===== src/rtl/pwm_capture_nbit.sv =====
// PWM input capture: measures period and active time of cap_in in sys_clk cycles
// and publishes both together with a one-cycle cap_valid strobe.
module pwm_capture_nbit #(
    parameter int N           = 16,
    parameter int SYNC_STAGES = 2
) (
    input  logic         sys_clk,
    input  logic         sys_rst_n,
    input  logic         en,
    input  logic         pol,
    input  logic         clr,
    input  logic         cap_in,
    output logic [N-1:0] period,
    output logic [N-1:0] high_time,
    output logic         cap_valid,
    output logic         ovf_flag,
    output logic         busy
);

    localparam logic [1:0] IDLE = 2'd0;
    localparam logic [1:0] ARM  = 2'd1;
    localparam logic [1:0] HIGH = 2'd2;
    localparam logic [1:0] LOW  = 2'd3;

    localparam logic [N-1:0] CNT_MAX = '1;
    localparam logic [N-1:0] CNT_ONE = N'(1);

    logic [SYNC_STAGES-1:0] sync_q;
    logic                   sigDly_q;
    logic                   sig;
    logic                   rise;
    logic                   fall;

    logic [1:0]   state_q,    state_d;
    logic [N-1:0] cnt_q,      cnt_d;
    logic [N-1:0] hiLat_q,    hiLat_d;
    logic [N-1:0] period_q,   period_d;
    logic [N-1:0] highTime_q, highTime_d;
    logic         capValid_q, capValid_d;
    logic         ovf_q,      ovf_d;

    assign sig  = sync_q[SYNC_STAGES-1] ^ pol;
    assign rise = sig & ~sigDly_q;
    assign fall = ~sig & sigDly_q;

    always_ff @(posedge sys_clk or negedge sys_rst_n) begin
        if (!sys_rst_n) begin
            sync_q   <= '0;
            sigDly_q <= 1'b0;
        end else begin
            sync_q   <= {sync_q[SYNC_STAGES-2:0], cap_in};
            sigDly_q <= sig;
        end
    end

    // clr outranks en, and both outrank the measurement FSM; a coincident edge is dropped.
    always_comb begin
        state_d    = state_q;
        cnt_d      = cnt_q;
        hiLat_d    = hiLat_q;
        period_d   = period_q;
        highTime_d = highTime_q;
        capValid_d = 1'b0;
        ovf_d      = ovf_q;
        if (clr) begin
            period_d   = '0;
            highTime_d = '0;
            ovf_d      = 1'b0;
            cnt_d      = '0;
            hiLat_d    = '0;
            state_d    = en ? ARM : IDLE;
        end else if (!en) begin
            state_d = IDLE;
            cnt_d   = '0;
        end else begin
            case (state_q)
                IDLE: begin
                    cnt_d   = '0;
                    state_d = ARM;
                end
                ARM: begin
                    if (rise) begin
                        cnt_d   = CNT_ONE;
                        state_d = HIGH;
                    end
                end
                HIGH: begin
                    if (fall) begin
                        hiLat_d = cnt_q;
                        cnt_d   = cnt_q + CNT_ONE;
                        state_d = LOW;
                    end else if (cnt_q == CNT_MAX) begin
                        ovf_d   = 1'b1;
                        cnt_d   = '0;
                        state_d = ARM;
                    end else begin
                        cnt_d = cnt_q + CNT_ONE;
                    end
                end
                LOW: begin
                    if (rise) begin
                        period_d   = cnt_q;
                        highTime_d = hiLat_q;
                        capValid_d = 1'b1;
                        cnt_d      = CNT_ONE;
                        state_d    = HIGH;
                    end else if (cnt_q == CNT_MAX) begin
                        ovf_d   = 1'b1;
                        cnt_d   = '0;
                        state_d = ARM;
                    end else begin
                        cnt_d = cnt_q + CNT_ONE;
                    end
                end
                default: begin
                    state_d = IDLE;
                    cnt_d   = '0;
                end
            endcase
        end
    end

    always_ff @(posedge sys_clk or negedge sys_rst_n) begin
        if (!sys_rst_n) begin
            state_q    <= IDLE;
            cnt_q      <= '0;
            hiLat_q    <= '0;
            period_q   <= '0;
            highTime_q <= '0;
            capValid_q <= 1'b0;
            ovf_q      <= 1'b0;
        end else begin
            state_q    <= state_d;
            cnt_q      <= cnt_d;
            hiLat_q    <= hiLat_d;
            period_q   <= period_d;
            highTime_q <= highTime_d;
            capValid_q <= capValid_d;
            ovf_q      <= ovf_d;
        end
    end

    assign period    = period_q;
    assign high_time = highTime_q;
    assign cap_valid = capValid_q;
    assign ovf_flag  = ovf_q;
    assign busy      = (state_q == HIGH) || (state_q == LOW);

endmodule


===== config.mk =====
export PLATFORM = sky130hd
export DESIGN_NAME = pwm_capture_nbit
export DESIGN_NICKNAME = d
export VERILOG_FILES = /design/src/rtl/pwm_capture_nbit.sv
export SDC_FILE = /design/constraint.sdc
export NUM_CORES = 1
export LEC_CHECK = 0
export ABC_AREA = 1
export CAP_MARGIN = 15
export CORE_MARGIN = 10
export CORE_UTILIZATION = 25
export CTS_CLUSTER_SIZE = 25
export DETAILED_ROUTE_END_ITERATION = 6
export HOLD_SLACK_MARGIN = 0.06
export SYNTH_ARGS = -nofsm -noshare
export SYNTH_HDL_FRONTEND = slang
export SYNTH_SLANG_ARGS = --single-unit

===== constraint.sdc =====
create_clock -name sys_clk -period 2.5 [get_ports sys_clk]
set_input_delay 0.375 -clock sys_clk [delete_from_list [all_inputs] [get_ports sys_clk]]
set_output_delay 0.375 -clock sys_clk [all_outputs]
set_load 0.005 [all_outputs]

======== Yosys cells after proc, flatten, opt, wreduce, memory -nomap -nowiden ========
Index checks and enable logic that the tools add are counted.
storage, ports and cells
  logic and storage cells ................. 70
  bits in registers ....................... 71
  output and inout port bits .............. 35
operators by class
  equal/unequal tests ..................... 7
  reduce and logical (&&, ||, !) cells .... 11
  bitwise gates (word level) .............. 5
  add/subtract/negate cells ............... 1
  muxes and demuxes ....................... 37
operators by type and width
  kind                     count
  $mux W16                 18
  $pmux W16 S4             1
  $add A16 B1 Y16 const B  1
  $eq A16 B16 Y1 const B   1
  $mux W2                  6
  $mux W1                  10
  $reduce_bool A2 Y1       5
  $pmux W2 S4              1
  $ne A3 B3 Y1 const B     2
  $reduce_and A3 Y1        2
  $eq A2 B2 Y1 const B     2
  $ne A4 B4 Y1 const B     1
  $reduce_and A4 Y1        1
  $reduce_bool A3 Y1       1
  $and A1 B1 Y1            2
  $eq A2 B1 Y1 const B     1
  $logic_not A2 Y1         1
  $not A1 Y1               2
  $pmux W1 S2              1
  $logic_or A1 B1 Y1       1
  $xor A1 B1 Y1            1

======== Logic depth before layout (Yosys ltp) ========
  depth in word-level cells ............... 7
  mapped depth ............................ 11
  depth with buffers taken out ............ 11

======== Worst setup path before layout ========
No wires, ideal clock.
  kind .................................... register to register
  start point ............................. register cnt_q[1]
  end point ............................... register cnt_q[14]
  library setup time ...................... 124 ps
  cell stages (with the launch flop) ...... 9
  buffers on the path ..................... 0
  data arrival time ....................... 1241 ps
  slack ................................... 1135 ps
  cells stage by stage .................... dfrtp_1 > ha_1 > nand3_1 > inv_1 > nand4_2 > nand2_2 > nand2_4 > a21oi_4 > nor2_1
between the ends
  word-level cells in the longest chain between the ends .. 6
  elaborated cells on any way between the ends .. 8
ends and longest elaborated chain
  item                                               RTL line  text
  start, declared                                    35        logic [N-1:0] cnt_q, cnt_d;
  start signal, assigned                             134       cnt_q <= cnt_d;
  $add A16 B1 Y16 or $eq A16 B16 Y1 (tied branches)  -
  $mux W16                                           92, 107
  $mux W16 (on tied branches)                        101, 88
  $pmux W16 S4 (*)                                   76        case (state_q)
  $mux W16 (*)                                       72        end else if (!en) begin
  $mux W16 (*)                                       65        if (clr) begin
Every way passes the cells marked *; elsewhere a longest branch is shown, timed or not.
A chain may end at the register's enable or synchronous reset.

======== Final worst setup path ========
  start point ............................. register state_q[1]
  end point ............................... output port busy
between the ends
  word-level cells in the longest chain between the ends .. 2
  elaborated cells on any way between the ends .. 3
ends and longest elaborated chain
  item                    RTL line  text
  start, declared         34        logic [1:0] state_q, state_d;
  start signal, assigned  133       state_q <= state_d;
  $eq A2 B2 Y1            147       assign busy = (state_q == HIGH) || (state_q == LOW);
  $logic_or A1 B1 Y1 (*)  147
  end, declared           17        output logic busy
Marked as above.

==> metrics.md <==
| Metric | Value |
|---|---|
| Status | `finished, final reports clean` |
| Max incr delay on CP | `around 0.57 ns` |
| Synthesized netlist net count | `374` |
| CP max FO | `6` |
| Post-DP HPWL | `5952 um` |
| CTS clk-pin slew, worst paths | `roughly 0.050 ns` |
| Worst Skew | `0.006573 ns` |
| Clk sinks | `between 70 and 80` |
| Setup_tns | `0 ns` |
| Unrepaired setup endpoints after global routing | `no` |
| Post-synth top area share | `0.5436` |
| Fmax | `about 0.57 GHz` |
| Delay-heaviest family, CP | `buffers and inverters` |
| Final min period | `between 1.5 and 2 ns` |
| CTS root buffer | `clkbuf_16` |
| Dpl ws | `0.4724 ns` |
| GRT Total Usage | `0.09470` |
| Dpl cells | `572` |
| Share of cells above drive strength 1 | `0.1103` |
| Power Total | `between 2 and 3 mW` |
| Routability-driven placement congestion ratio | `roughly 0.9` |
| Final setup viols | `0` |
| Worst setup EP type | `primary output` |
| Chip height | `134.3 um` |
| Crit start category | `register` |
| Most area-hungry cell type in the Yosys netlist | `dfrtp_1` |
| Hold WC Path Type | `register to register` |
| Ys Warns | `0` |
| MaxCap Viol Count | `0` |
| Worst Max-Slew Pin Slew | `0.5022 ns` |
| Chip Width | `between 100 and 150 um` |
| # diodes | `0` |
| Mean Syn Cell Area | `8.905 um2` |
| Overflow after GRT | `0` |
| DR vias | `about 2.6k` |
| Fin cells | `around 600` |
| Seq cells post-synth | `slightly above 70` |
| Synth Flop Type | `dfrtp_1` |
| Antenna-violating nets left | `0` |
| Worst slew margin | `0.6647` |
| WS Path Type | `register to primary output` |
| Final wirelength | `around 8100 um` |
| First drt pass iteration count | `4` |
| Async SR Flop Fraction | `1.000` |
| Most common cell after layout, fill and taps aside | `inv_1` |
| Crit path cell chain | `clkdlybuf4s50_1` |
| Total Die Area | `roughly 18000 um2` |
| Vias per cell | `about 4.4` |
| Clk_lat worst skew | `0.33 ns` |
| EDFF count, synth | `0` |
| Residual DRC | `0` |
| # fillers | `~1.4k` |
| Mapped Cells | `~370` |
| Initial antenna violation count | `0` |
| Drt wl/cell | `13.75 um` |
| Most frequent cells in the layout | `inv_1 (76), dfrtp_1 (71), nand2_1 (49)` |
| CTS Buf Count | `9` |
| First-pass GRT wire length | `13810 um` |
| CTS tree | `yes` |
| Violation count after the first detailed-routing iteration | `164` |
| H-tree levels | `3` |
| Synth-to-layout area growth | `27.07%` |
| Worst path slowest cell | `clkdlybuf4s50_1` |
| Synthesized area | `around 3300 um2` |
| Port bufs | `40` |
| Pins over their slew limit | `0` |
| CTS resizes | `0` |
| Max Root-Sink Buffers | `2` |
| Synth area leaders | `dfrtp_1 (54%), inv_1 (8.7%), o22ai_1 (5.9%)` |
| Final nets | `between 400 and 500` |
| Pwr dens | `~640 nW/um2` |
| P_leak | `between 1.5 and 2 nW` |
| Max VDD drop | `approximately 0.29 mV` |
| Vias in the first global route | `roughly 2.8k` |
| Row count | `slightly above 40` |
| Unique cell type count in the Yosys netlist | `35` |
| Fin crit share | `0.6963` |
| Largest net degree at the start of global routing | `33` |
| Sequential fraction of the synthesis area | `0.5436` |
| Required @ worst endpoint | `between 2 and 2.5 ns` |
| Initial core utilization | `0.2569` |
| Core area | `12720 um2` |
| Crit path DAT | `between 1 and 1.5 ns` |
| Worst path buffer plus inverter count | `1` |
| Top Ports | `between 40 and 50` |
| Fin worst setup slack | `between 0.7 and 0.8 ns` |
| Fin. Hold Viols | `0` |
[flip-flops by register name, indices dropped and copies added (netlist names)]
register / flops
cap_valid: 1
cnt_q: 16
hiLat_q: 16
high_time: 16
ovf_flag: 1
period: 16
sigDly_q: 1
state_q: 2
sync_q: 2
[metrics by stage]
step           cell area, um2  hold WS [ns]  utilization
4_1_cts                  4153        0.3612       0.3264
3_3_place_gp             3821        0.3410       0.3004
6_report                 4153        0.3563       0.3264
2_1_floorplan            3268       0.07941            -
5_1_grt                  4153        0.3715       0.3264
3_5_place_dp             3821        0.3403       0.3004
[power breakdown]
part | total (mW) | switching (mW) | internal, mW | leakage, nW
Sequential | 1.16 | 0.00661 | 1.16 | 0.982
Combinational | 0.123 | 0.0887 | 0.0341 | 0.605
Clock | 1.37 | 0.490 | 0.880 | 0.150
Total | 2.66 | 0.585 | 2.07 | 1.74
[synthesized netlist by cell type (2+ instances only)]
cell type and instances:
o22ai_1 31, nor3_2 2, nand2_2 6, inv_2 4, nand4_1 4, nor2_2 2, a21oi_1 7, inv_1 76
o211ai_1 2, xor2_1 2, nand2_1 49, dfrtp_1 71, buf_4 4, nor3_1 4, nor2_1 21, o21ai_0 24
nor2_4 2, nand3_1 32, buf_6 5, buf_2 4
[per-layer routing]
layer / global-route usage / vias up / part of all wire
li1: - / 1273 / -
met1: 0.1173 / 1253 / 0.46
met2: 0.1493 / 64 / 0.47
met3: 0.03771 / 7 / 0.062
met4: 0.02479 / 0 / 0.0094
met5: 0 / - / 0
[final cells by class]
| class | count | area [um2] | share of cell area |
|---|---|---|---|
| tap | 172 | 215.2 | 0.05182 |
| multi-input combinational | 201 | 1077 | 0.2594 |
| timing repair buffer | 48 | 457.9 | 0.1103 |
| inverter | 81 | 304.0 | 0.07321 |
| clock buffer | 10 | 229.0 | 0.05514 |
| sequential | 71 | 1777 | 0.4278 |
| clock inverter | 6 | 92.59 | 0.02230 |
[path summary, 6_finish.rpt]
kind | from | to | slack [ns] | depth (start not counted)
worst max register to register | cnt_q[1]$_DFFE_PN0P_ | cnt_q[14]$_DFFE_PN0P_ | 0.83 | 8
max in group asynchronous | sys_rst_n | hiLat_q[15]$_DFFE_PN0P_ | 1.20 | 3
worst min register to register | sync_q[0]$_DFF_PN0_ | sync_q[1]$_DFF_PN0_ | 0.36 | 0
worst min-delay path | sync_q[0]$_DFF_PN0_ | sync_q[1]$_DFF_PN0_ | 0.36 | 0
worst max-delay path | state_q[1]$_DFFE_PN0P_ | busy | 0.76 | 1
min in group asynchronous | sys_rst_n | hiLat_q[10]$_DFFE_PN0P_ | 0.53 | 2
[what timing repair did]
item                                   4_1_cts  5_1_grt
hold buffers                                 1        0
setup buffers                                0        0
endpoints found under the hold margin       18        0
[cell families after synthesis]
group	synth area share
flip-flops	0.5436
XOR/XNOR	0.005361
AND/OR/NAND/NOR	0.1922
AO/OA/AOI/OAI	0.1283
buffers and inverters	0.1267
adder cells (fa/ha/maj)	0.003828
No activity file was read; power rests on OpenSTA's default activity.
